### src/rtl/ps2_pkg.sv
// Shared types and constants for the PS/2 host-to-device transmitter and its line conditioning.
package ps2_pkg;

    typedef enum logic [2:0] {
        IDLE,
        INHIBIT,
        REQ,
        SEND,
        ACK,
        WAIT_IDLE
    } state_e;

    localparam int unsigned START_BITS = 1;
    localparam int unsigned DATA_BITS  = 8;
    localparam int unsigned PAR_FALL   = 9;
    localparam int unsigned STOP_FALL  = 10;
    localparam int unsigned ACK_FALL   = 11;

    // Convert microseconds to system clock cycles.
    function automatic int unsigned cyc(input int unsigned clk_hz, input int unsigned us);
        return (clk_hz / 32'd1_000_000) * us;
    endfunction

endpackage

### src/rtl/ps2_line_filter.sv
// PS/2 pin conditioner: 2-flop synchroniser, FILTER_LEN-sample equality filter and a falling-edge strobe.
module ps2_line_filter #(
    parameter int unsigned FILTER_LEN = 8
) (
    input  logic clk,
    input  logic res,
    input  logic pin,
    output logic level,
    output logic fall
);

    logic [1:0]            sync_q, sync_d;
    logic [FILTER_LEN-1:0] hist_q, hist_d;
    logic                  level_q, level_d;
    logic                  fall_q, fall_d;

    // A new level is accepted only once the whole history window agrees.
    always_comb begin
        sync_d  = {sync_q[0], pin};
        hist_d  = {hist_q[FILTER_LEN-2:0], sync_q[1]};
        level_d = level_q;
        if (&hist_q) begin
            level_d = 1'b1;
        end else if (~|hist_q) begin
            level_d = 1'b0;
        end
        fall_d = level_q & ~level_d;
    end

    always_ff @(posedge clk or posedge res) begin
        if (res) begin
            sync_q  <= 2'b11;
            hist_q  <= '1;
            level_q <= 1'b1;
            fall_q  <= 1'b0;
        end else begin
            sync_q  <= sync_d;
            hist_q  <= hist_d;
            level_q <= level_d;
            fall_q  <= fall_d;
        end
    end

    assign level = level_q;
    assign fall  = fall_q;

endmodule

### src/rtl/ps2_transmitter.sv
// PS/2 host-to-device byte sender driving clock/data open-drain via output enables.
module ps2_transmitter
    import ps2_pkg::*;
#(
    parameter int unsigned CLK_HZ     = 50_000_000,
    parameter int unsigned INHIBIT_US = 100,
    parameter int unsigned REQ_US     = 5,
    parameter int unsigned TIMEOUT_US = 15000,
    parameter int unsigned FILTER_LEN = 8
) (
    input  logic       clk,
    input  logic       res,
    input  logic [7:0] tx_data,
    input  logic       tx_start,
    input  logic       ps2_clock,
    input  logic       ps2_data,
    output logic       clk_oe,
    output logic       dat_oe,
    output logic       busy,
    output logic       done,
    output logic       err_noack,
    output logic       err_timeout
);

    localparam int unsigned INH_CYC = cyc(CLK_HZ, INHIBIT_US);
    localparam int unsigned REQ_CYC = cyc(CLK_HZ, REQ_US);
    localparam int unsigned TO_CYC  = cyc(CLK_HZ, TIMEOUT_US);
    localparam int unsigned MAX_A   = (INH_CYC > REQ_CYC) ? INH_CYC : REQ_CYC;
    localparam int unsigned MAX_CYC = (MAX_A > TO_CYC) ? MAX_A : TO_CYC;
    localparam int unsigned CNT_W   = $clog2(MAX_CYC + 1);
    localparam int unsigned BIT_W   = 4;

    logic clk_lvl, clk_fall, dat_lvl, dat_fall_unused;

    ps2_line_filter #(.FILTER_LEN(FILTER_LEN)) u_clk_filt (
        .clk   (clk),
        .res   (res),
        .pin   (ps2_clock),
        .level (clk_lvl),
        .fall  (clk_fall)
    );

    ps2_line_filter #(.FILTER_LEN(FILTER_LEN)) u_dat_filt (
        .clk   (clk),
        .res   (res),
        .pin   (ps2_data),
        .level (dat_lvl),
        .fall  (dat_fall_unused)
    );

    state_e             state_q, state_d;
    logic [CNT_W-1:0]   cnt_q, cnt_d;
    logic [BIT_W-1:0]   bit_q, bit_d;
    logic [7:0]         shift_q, shift_d;
    logic               par_q, par_d;
    logic               clk_oe_q, clk_oe_d;
    logic               dat_oe_q, dat_oe_d;
    logic               busy_q, busy_d;
    logic               done_q, done_d;
    logic               noack_q, noack_d;
    logic               tmo_q, tmo_d;
    logic [BIT_W-1:0]   fall_n;
    logic [2:0]         data_idx;

    // Next-state and output logic; cnt_q doubles as phase timer and device-clock gap timer.
    always_comb begin
        state_d  = state_q;
        cnt_d    = cnt_q;
        bit_d    = bit_q;
        shift_d  = shift_q;
        par_d    = par_q;
        clk_oe_d = clk_oe_q;
        dat_oe_d = dat_oe_q;
        done_d   = 1'b0;
        noack_d  = 1'b0;
        tmo_d    = 1'b0;
        fall_n   = bit_q + BIT_W'(1);
        data_idx = 3'(fall_n - BIT_W'(START_BITS));

        case (state_q)
            IDLE: begin
                clk_oe_d = 1'b0;
                dat_oe_d = 1'b0;
                if (tx_start) begin
                    shift_d  = tx_data;
                    par_d    = ~^tx_data;
                    cnt_d    = '0;
                    clk_oe_d = 1'b1;
                    state_d  = INHIBIT;
                end
            end
            INHIBIT: begin
                if (cnt_q == CNT_W'(INH_CYC - 1)) begin
                    cnt_d    = '0;
                    dat_oe_d = 1'b1;
                    state_d  = REQ;
                end else begin
                    cnt_d = cnt_q + CNT_W'(1);
                end
            end
            REQ: begin
                if (cnt_q == CNT_W'(REQ_CYC - 1)) begin
                    cnt_d    = '0;
                    bit_d    = '0;
                    clk_oe_d = 1'b0;
                    state_d  = SEND;
                end else begin
                    cnt_d = cnt_q + CNT_W'(1);
                end
            end
            SEND, ACK, WAIT_IDLE: begin
                // Gap timeout wins over a fall landing in the same cycle.
                if (cnt_q == CNT_W'(TO_CYC - 1)) begin
                    clk_oe_d = 1'b0;
                    dat_oe_d = 1'b0;
                    tmo_d    = 1'b1;
                    state_d  = IDLE;
                end else begin
                    cnt_d = clk_fall ? CNT_W'(1) : cnt_q + CNT_W'(1);
                    if (state_q == SEND && clk_fall) begin
                        bit_d = fall_n;
                        if (fall_n <= BIT_W'(DATA_BITS)) begin
                            dat_oe_d = ~shift_q[data_idx];
                        end else if (fall_n == BIT_W'(PAR_FALL)) begin
                            dat_oe_d = ~par_q;
                        end else begin
                            dat_oe_d = 1'b0;
                            state_d  = ACK;
                        end
                    end
                    if (state_q == ACK && clk_fall && fall_n == BIT_W'(ACK_FALL)) begin
                        bit_d = fall_n;
                        if (dat_lvl) begin
                            noack_d = 1'b1;
                            state_d = IDLE;
                        end else begin
                            state_d = WAIT_IDLE;
                        end
                    end
                    if (state_q == WAIT_IDLE && clk_lvl && dat_lvl) begin
                        done_d  = 1'b1;
                        state_d = IDLE;
                    end
                end
            end
            default: begin
                clk_oe_d = 1'b0;
                dat_oe_d = 1'b0;
                state_d  = IDLE;
            end
        endcase

        busy_d = (state_d != IDLE);
    end

    always_ff @(posedge clk or posedge res) begin
        if (res) begin
            state_q  <= IDLE;
            cnt_q    <= '0;
            bit_q    <= '0;
            shift_q  <= '0;
            par_q    <= 1'b0;
            clk_oe_q <= 1'b0;
            dat_oe_q <= 1'b0;
            busy_q   <= 1'b0;
            done_q   <= 1'b0;
            noack_q  <= 1'b0;
            tmo_q    <= 1'b0;
        end else begin
            state_q  <= state_d;
            cnt_q    <= cnt_d;
            bit_q    <= bit_d;
            shift_q  <= shift_d;
            par_q    <= par_d;
            clk_oe_q <= clk_oe_d;
            dat_oe_q <= dat_oe_d;
            busy_q   <= busy_d;
            done_q   <= done_d;
            noack_q  <= noack_d;
            tmo_q    <= tmo_d;
        end
    end

    assign clk_oe      = clk_oe_q;
    assign dat_oe      = dat_oe_q;
    assign busy        = busy_q;
    assign done        = done_q;
    assign err_noack   = noack_q;
    assign err_timeout = tmo_q;

endmodule

### config.mk
export PLATFORM = sky130hd
export DESIGN_NAME = ps2_transmitter
export DESIGN_NICKNAME = d
export VERILOG_FILES = /design/src/rtl/ps2_pkg.sv /design/src/rtl/ps2_line_filter.sv /design/src/rtl/ps2_transmitter.sv
export SDC_FILE = /design/constraint.sdc
export NUM_CORES = 1
export LEC_CHECK = 0
export CAP_MARGIN = 20
export CORE_MARGIN = 1
export CORE_UTILIZATION = 59
export CTS_CLUSTER_DIAMETER = 60
export CTS_CLUSTER_SIZE = 10
export DETAILED_ROUTE_END_ITERATION = 8
export HOLD_SLACK_MARGIN = 0.02
export PLACE_DENSITY = 0.84
export SLEW_MARGIN = 0
export SYNTH_ARGS = -nofsm -noshare
export SYNTH_HDL_FRONTEND = slang
export SYNTH_SLANG_ARGS = --single-unit
### constraint.sdc
create_clock -name clk -period 2.85 [get_ports clk]
set_input_delay 0.7125 -clock clk [delete_from_list [all_inputs] [get_ports clk]]
set_output_delay 0.7125 -clock clk [all_outputs]
set_load 0.02 [all_outputs]
* Yosys cells after proc, flatten, opt, wreduce, memory -nomap -nowiden
Index checks and enable logic that the tools add are counted.
** Operators by class
- Bitwise logic cells :: 6
- Mux-type cells :: 47
- Add/sub/neg operators :: 3
- $lt $le $gt $ge :: 2
- Shifts and indexed selects :: 0
- Multipliers :: 0
- Div/mod/pow operators :: 0
- Eq/ne operators :: 18
- Reduce and logical (&&, ||, !) cells :: 20
** Operators by type and width (count)
- $mux W20 :: 5
- $pmux W20 S4 :: 1
- $mux W3 :: 10
- $mux W1 :: 22
- $add A20 B1 Y20 const B :: 1
- $eq A20 B13 Y1 const B :: 1
- $eq A20 B20 Y1 const B :: 1
- $eq A20 B8 Y1 const B :: 1
- $mux W4 :: 4
- $reduce_and A8 Y1 :: 2
- $reduce_or A8 Y1 :: 2
- $pmux W3 S4 :: 1
- $ne A2 B2 Y1 const B :: 5
- $reduce_and A3 Y1 :: 3
- $eq A4 B4 Y1 const B :: 2
- $pmux W4 S2 :: 1
- $reduce_xnor A8 Y1 :: 1
- $eq A3 B2 Y1 const B :: 2
- $eq A3 B3 Y1 const B :: 2
- $ne A3 B3 Y1 const B :: 2
- $logic_and A1 B1 Y1 :: 5
- $not A1 Y1 :: 5
- $add A4 B1 Y4 const B :: 1
- $le A4 B4 Y1 const B :: 1
- other kinds (15) :: 15
** Word-level totals
- Memories kept :: 0
- Bits in latches :: 0
- Word-level logic and storage cells :: 114
- Output and inout port bits :: 6
- Input bits :: 13
- Bits in registers :: 65
- Bits in writable memories :: 0
- Memory bits (read-only) :: 0

* Longest topological paths before layout
Gate-level depths: netlist of run 1.
- Depth after elaboration :: 10
- Gate-level depth with buffers :: 10
- Depth with buffers taken out :: 8

* Hierarchy
Synthesis of run 1 repeated with hierarchy kept, for this count alone.
** Unflattened totals
- Cells, all modules :: 318
- Area, all modules :: 3300.7 µm²
** By module, submodules not included
- ps2_transmitter :: area an instance 2552.4 µm², instances 1, cells an instance 278, sequential area each 1051.0 µm²
- ps2_line_filter :: area an instance 374.1 µm², instances 2, cells an instance 20, sequential area each 314.1 µm²

* Worst setup path before layout of run 1
Ideal clock, no wire load.
- Path kind :: reg-to-reg
- Start point :: register cnt_q[10]
- End point :: register cnt_q[3]
- Setup time :: 123 ps
- Arrival time :: 2035 ps
- Period minus slack after synthesis :: 2158 ps
- Stages on the path, launching flop included :: 9
- Path slack :: 692 ps
- Cell sequence :: dfrtp_1 -> or4_4 -> nor3_4 -> nand4_2 -> a21oi_2 -> o211a_1 -> buf_6 -> buf_12 -> nor2_4
** On the way
- Word-level cells in the longest chain between the ends :: 3
** RTL lines
- start: declaration :: line ps2_transmitter.sv:52 : logic [CNT_W-1:0] cnt_q, cnt_d;
- start signal: assignment :: line ps2_transmitter.sv:171 : cnt_q <= cnt_d;
- $eq A20 B8 Y1 (tied with other cells) :: line ps2_transmitter.sv:102 : if (cnt_q == CNT_W'(REQ_CYC - 1)) begin
- $mux W20 (tied with other cells) :: line ps2_transmitter.sv:102
- $pmux W20 S4 or $reduce_and A3 Y1 (tied branches)
Parallel ways exist; a longest one is shown, timed or not.
A chain may end at the register's enable or synchronous reset.

* Worst setup path after layout of run 1
- Start point :: register cnt_q[1]
- End point :: register cnt_q[14]
** On the way
- Word-level cells in the longest chain between the ends :: 4
** RTL lines
- $add A20 B1 Y20 :: line ps2_transmitter.sv:98, ps2_transmitter.sv:108, ps2_transmitter.sv:119
- $mux W20 :: line ps2_transmitter.sv:119 : cnt_d = clk_fall ? CNT_W'(1) : cnt_q + CNT_W'(1);
- $mux W20 :: line ps2_transmitter.sv:113 : if (cnt_q == CNT_W'(TO_CYC - 1)) begin
- $pmux W20 S4 :: line ps2_transmitter.sv:80 : case (state_q)
Parallel ways exist; a longest one is shown, timed or not. The select of a mux whose other input is x is not followed.

==> results.sh, run 1 <==
export IMPL_status="finished, final reports clean"
export IMPL_power_frac_seq_pct=50.4
export IMPL_synth_common_cells="45 x nand2_1, 43 x dfrtp_1, 26 x nor2_1"
export IMPL_worstMarginPinSlew_ns=0.640
export IMPL_cap_viol_max_count=0
export IMPL_path_clk_slew_ns=0.07
export IMPL_slew_viol_final=0
export IMPL_tns_ns=0
export IMPL_clk_latency_ns=0.35
export IMPL_synth_top_area_share_pct=32.5
export IMPL_final_layout_size_suffix_gt1_share_pct=19.9
export IMPL_die_area_sq_mm=0.00591
export IMPL_rows=26
export IMPL_nNetsFinal=350
export IMPL_p_leak_nw=1.60
export IMPL_ant_nets=0
export IMPL_cp_arrival_ns=2.74
export IMPL_switching_share_pct=21.5
export IMPL_routed_wl_mm=6.63
export IMPL_cpPeakStageDelay_ns=0.43
export IMPL_async_flop_share_pct=100
export IMPL_numCtsBuffers=9
export IMPL_rsz0062_at_grt="no"
export IMPL_die_y_um=76.9
export IMPL_post_cts_buffers=0
export IMPL_fmax_mhz=400
export IMPL_hold_viol=0
export IMPL_cts_sinks=65
export IMPL_h_tree_depth=3
export IMPL_area_delta_synth_final_pct=13.4
export IMPL_grt_pass1_wl_mm=11.4
export IMPL_drtIter0Drc=292
export IMPL_slew_headroom_pct=57.3
export IMPL_root_buffer="clkbuf_8"
export IMPL_finalSetupViolCount=0
export IMPL_synth_edf_count=0
export IMPL_synthCells=310
export IMPL_cts_resized=0
export IMPL_globalRoute_totalOverflow=0
export IMPL_power_density_mw_per_mm2=510
export IMPL_dr_pass1_iters=5
export IMPL_worst_setup_path_end_kind="register"
export IMPL_grt_max_degree=66
export IMPL_synth_cell_types=55
export IMPL_grtUsageTotal_pct=25.0
export IMPL_grt_pass1_vias=2445
export IMPL_synthFlopType="dfrtp_1"
export IMPL_antenna_cells=0
export IMPL_yosys_register_bits=65
export IMPL_vias=2475
export IMPL_die_x_um=76.9
export IMPL_clock_path_buffers=2
export IMPL_start_kind="register"
export IMPL_criticalPathCategory="reg2reg"
export IMPL_cts_tree="done"
export IMPL_cts_hold_buf=0
export IMPL_slowest_stage="dfrtp_1"
export IMPL_post_route_min_period_ns=2.50
export IMPL_syn_area_sq_mm=0.00331
export IMPL_crit_fanout=18
export IMPL_ys_warn_count=0
export IMPL_antenna_found_initial=0
export IMPL_drc=0
export IMPL_p_int_mw=1.50
export IMPL_power_switching_mw=0.410
export IMPL_gp_congestion=0.921
export IMPL_io_pins=19
export IMPL_power_mw=1.91
export IMPL_clock_power_share_pct=46.4
export IMPL_irDropWorstVdd_v=0.000336
export IMPL_dp_hpwl_mm=4.49
export IMPL_wl_per_cell_um=16.3
export IMPL_yosys_area_top_type="dfrtp_1"
export IMPL_seq_area_frac_synth_pct=50.0
export IMPL_hold_class="reg2reg"
export IMPL_skew_ns=0.00744
export IMPL_start_util_pct=63.1
export IMPL_synth_most_common_cell="nand2_1"
export IMPL_port_buffers=18
export IMPL_fillerInstances=368
export IMPL_syn_nets=329
export IMPL_p_comb_share_pct=3.2
export IMPL_worstPathRequired_ns=3.09
export IMPL_ys_top_cells_by_area="dfrtp_1 33%, dfstp_2 17%, nand2_1 5.1%, xnor2_1 4.5%, nor2_4 3.1%"
export IMPL_syn_area_per_cell_sq_um=10.7
export IMPL_vias_per_cell=6.10
export IMPL_core_sq_mm=0.00524
export IMPL_fin_crit_sh_pct=87.8
export IMPL_path_cells="inv_1, ha_1, or4b_1, nor4_1, a21oi_1, a21oi_2, o211a_1, buf_12, nor2_1"
-- placed cells by master, fill, tap and decap left out, types with 3 or more instances in the layout --
master	Yosys	final
and3_1	8	8
nor2_1	26	26
nand4_1	16	16
dfstp_2	22	22
nor4_1	4	4
nor4_4	3	3
ha_1	6	6
o211ai_1	3	3
clkdlybuf4s50_1	0	18
nor2_4	9	9
o21ai_0	13	13
xor2_1	9	9
inv_1	6	5
dfrtp_1	43	43
nor3_1	9	9
a21oi_1	8	8
xnor2_1	17	17
nand3_1	13	13
nand2_1	45	45
clkbuf_8	1	10
-- final timing paths --
path / startpoint / end / slack [ns] / cells after the start
setup / recovery: cnt_q[1] / cnt_q[14] / 0.35 / 9
hold / removal: u_clk_filt.sync_q[0] / u_clk_filt.sync_q[1] / 0.35 / 0
setup reg to reg: cnt_q[1] / cnt_q[14] / 0.35 / 9
hold reg to reg: u_clk_filt.sync_q[0] / u_clk_filt.sync_q[1] / 0.35 / 0
max in group asynchronous: res / u_dat_filt.sync_q[1] / 1.78 / 3
min in group asynchronous: res / shift_q[5] / 0.75 / 3
-- state kept, by name, summed over array words and instances, names as in the netlist, 2 cells and up --
name and count:
cnt_q 20, shift_q 8, u_clk_filt.hist_q 8, u_dat_filt.hist_q 8, bit_q 4, state_q 3, u_clk_filt.sync_q 2, u_dat_filt.sync_q 2
-- layer usage --
metal / vias to the layer above / track usage [%] / part of all wire [%]
met4: 0 / 9.23 / 2.6
met1: 1208 / 30.9 / 41
li1: 1138 / - / -
met5: - / 0 / 0
met2: 107 / 40.4 / 50
met3: 22 / 8.33 / 7.0
-- through the flow --
stage | utilization (%) | hold slack, ns | setup WS, ns | std cells | instance area (sq um)
final | 71.6 | 0.348 | 0.347 | 406 | 3750
after global routing | 71.6 | 0.353 | 0.240 | 406 | 3750
after CTS | 71.6 | 0.354 | 0.408 | 406 | 3750
after detailed placement | 67.2 | 0.347 | 0.329 | 390 | 3520
after global placement | 67.2 | 0.346 | 0.375 | 390 | 3520
after floorplan | - | 0.345 | 0.547 | 310 | 3310
-- critical path: cells and delay by family (launching register included) --
| family | cells | cell delay (ns) |
|---|---|---|
| AO/OA/AOI/OAI | 3 | 0.63 |
| adder cells (fa/ha/maj) | 1 | 0.14 |
| buffers and inverters | 2 | 0.29 |
| flip-flops | 1 | 0.43 |
| AND/OR/NAND/NOR | 3 | 0.90 |
-- final cells by class --
class | count | area (sq um) | area share [%]
clock buffer | 10 | 138 | 3.67
inverter | 7 | 26.3 | 0.701
timing repair buffer | 21 | 228 | 6.07
tap | 70 | 87.6 | 2.34
clock inverter | 6 | 90.1 | 2.40
sequential | 65 | 1650 | 44.1
multi-input combinational | 227 | 1530 | 40.7
-- power groups by stage --
| stage | clock network (mW) | registers (mW) | logic (mW) |
|---|---|---|---|
| finish | 0.886 | 0.962 | 0.0621 |
| global route | 0.936 | 0.964 | 0.0688 |
| CTS | 0.903 | 0.963 | 0.0641 |
| detailed placement | 0 | 0.979 | 0.0640 |
| global placement | 0 | 0.978 | 0.0614 |
| floorplan | 0 | 0.975 | 0.0330 |
-- cell families after synthesis --
group,after synthesis,synth area share (%)
and+or+nand+nor,148,25.6
DFF,65,50.0
AOI/OAI and AO/OA,42,8.63
xor gates and xnor gates,27,7.60
buffers and inverters,18,3.86
adders and majority gates,6,2.27
muxes,4,2.01
Note: power is estimated with default switching activity, not from simulation.
==> run 2: changes to the inputs <==
--- a/config.mk
+++ b/config.mk
@@ -8,6 +8,7 @@
 export CAP_MARGIN = 20
 export CORE_MARGIN = 1
 export CORE_UTILIZATION = 59
+export CTS_BUF_LIST = sky130_fd_sc_hd__clkbuf_16
 export CTS_CLUSTER_DIAMETER = 60
 export CTS_CLUSTER_SIZE = 10
 export DETAILED_ROUTE_END_ITERATION = 8
==> run 2 against run 1 <==
Setup slack is essentially flat. Cell count is the same. Maximum frequency is essentially flat. Design area grew 2.4%. Via count grew 0.53%. Sequential power is essentially flat. Count of clock-buffer cells in the layout shrank 1. Largest cell class unchanged. Hold slack gained 0.0018 ns. Critical path depth is the same. Utilization grew 1.7 points.
==> results.sh, run 2 (synthesized netlist as in run 1, its figures left out) <==
export IMPL_status="finished, final reports clean"
export IMPL_hold_class="reg2reg"
export IMPL_slew_headroom_pct=57.1
export IMPL_power_density_mw_per_mm2=572
export IMPL_drc=0
export IMPL_hold_viol=0
export IMPL_final_layout_size_suffix_gt1_share_pct=19.6
export IMPL_slowest_stage="dfrtp_1"
export IMPL_numCtsBuffers=9
export IMPL_wl_per_cell_um=16.7
export IMPL_cap_viol_max_count=0
export IMPL_largest_register_ffs=20
export IMPL_cp_arrival_ns=2.72
export IMPL_drtIter0Drc=308
export IMPL_rsz0062_at_grt="no"
export IMPL_vias_per_cell=6.13
export IMPL_top_register="cnt_q"
export IMPL_path_clk_slew_ns=0.05
export IMPL_port_buffers=18
export IMPL_fmax_mhz=400
export IMPL_cts_tree="done"
export IMPL_slew_viol_final=0
export IMPL_irDropWorstVdd_v=0.000398
export IMPL_die_area_sq_mm=0.00591
export IMPL_ant_nets=0
export IMPL_die_y_um=76.9
export IMPL_path_delay_family="simple AND/OR/NAND/NOR gates"
export IMPL_layout_common_cells="45 x nand2_1, 43 x dfrtp_1, 26 x nor2_1"
export IMPL_h_tree_depth=3
export IMPL_crit_buf_inv=2
export IMPL_start_util_pct=63.1
export IMPL_worstPathRequired_ns=3.07
export IMPL_skew_ns=0.00511
export IMPL_grtUsageTotal_pct=25.9
export IMPL_rows=26
export IMPL_grt_pass1_vias=2520
export IMPL_antenna_found_initial=0
export IMPL_start_kind="register"
export IMPL_grt_pass1_wl_mm=11.8
export IMPL_path_cells="inv_1, ha_1, or4b_1, nor4_1, a21oi_1, a21oi_2, o211a_1, buf_12, nor2_1"
export IMPL_dp_hpwl_mm=4.49
export IMPL_clock_path_buffers=2
export IMPL_nNetsFinal=350
export IMPL_holdWs_ns=0.350
export IMPL_tns_ns=0
export IMPL_layout_commonest_cell="nand2_1"
export IMPL_routed_wl_mm=6.76
export IMPL_cpPeakStageDelay_ns=0.43
export IMPL_area_delta_synth_final_pct=16.1
export IMPL_cts_hold_buf=0
export IMPL_clk_latency_ns=0.33
export IMPL_root_buffer="clkbuf_16"
export IMPL_worstMarginPinSlew_ns=0.641
export IMPL_grt_max_degree=66
export IMPL_die_x_um=76.9
export IMPL_cts_resized=0
export IMPL_globalRoute_totalOverflow=0
export IMPL_io_pins=19
export IMPL_worst_setup_path_end_kind="register"
export IMPL_gp_congestion=0.921
export IMPL_dr_pass1_iters=5
export IMPL_core_sq_mm=0.00524
export IMPL_post_cts_buffers=0
export IMPL_criticalPathCategory="reg2reg"
export IMPL_vias=2488
export IMPL_antenna_cells=0
export IMPL_crit_fanout=18
export IMPL_fin_crit_sh_pct=87.8
export IMPL_finalSetupViolCount=0
export IMPL_p_leak_nw=1.64
export IMPL_post_route_min_period_ns=2.50
export IMPL_cts_sinks=65
-- run 2: cell count changes in the layout (fill, tap and decap cells not counted) --
cell,before,now
clkinv_1,1,2
clkbuf_16,0,9
clkbuf_8,10,0
-- run 2: path summary, 6_finish.rpt --
| kind | start | to | slack, ns | cells past startpoint |
|---|---|---|---|---|
| worst max-delay path | cnt_q[1] | cnt_q[19] | 0.35 | 9 |
| min in group asynchronous | res | shift_q[5] | 0.77 | 3 |
| worst min-delay path | u_dat_filt.sync_q[0] | u_dat_filt.sync_q[1] | 0.35 | 0 |
| max in group asynchronous | res | u_clk_filt.hist_q[7] | 1.74 | 3 |
| worst max register to register | cnt_q[1] | cnt_q[19] | 0.35 | 9 |
| worst min register to register | u_dat_filt.sync_q[0] | u_dat_filt.sync_q[1] | 0.35 | 0 |
-- run 2: report_power, final --
part | leakage (nW) | internal [mW] | total (mW) | switching, mW
combinational | 0.732 | 0.0305 | 0.0625 | 0.0320
sequential | 0.754 | 0.953 | 0.964 | 0.0109
clock | 0.153 | 0.764 | 1.17 | 0.406
total | 1.64 | 1.75 | 2.20 | 0.449
-- run 2: per-stage QoR --
step	area, sq um	total power, mW	util (%)	instances	setup WS (ns)
floorplan	3310	1.01	-	310	0.547
global placement	3520	1.04	67.2	390	0.375
detailed placement	3520	1.04	67.2	390	0.329
CTS	3840	2.21	73.3	406	0.366
global route	3840	2.26	73.3	406	0.148
finish	3840	2.20	73.3	406	0.347
-- run 2: metal layers --
metal  vias to the layer above  routed length, um  share of wire (%)  global-route usage (%)
met5                         -                  0                  0                       0
met4                         0                225                3.3                    13.8
met1                      1223               2780                 41                    31.7
met3                        28                378                5.6                    7.02
li1                       1135                  -                  -                       -
met2                       102               3380                 50                    41.5
-- run 2: cell type report --
class / instances / area, sq um
Sequential cell: 65 / 1650
Clock buffer: 9 / 225
Inverter: 7 / 26.3
Fill cell: 361 / 1400
Tap cell: 70 / 87.6
Clock inverter: 7 / 93.8
Multi-Input combinational cell: 227 / 1530
Timing Repair Buffer: 21 / 228
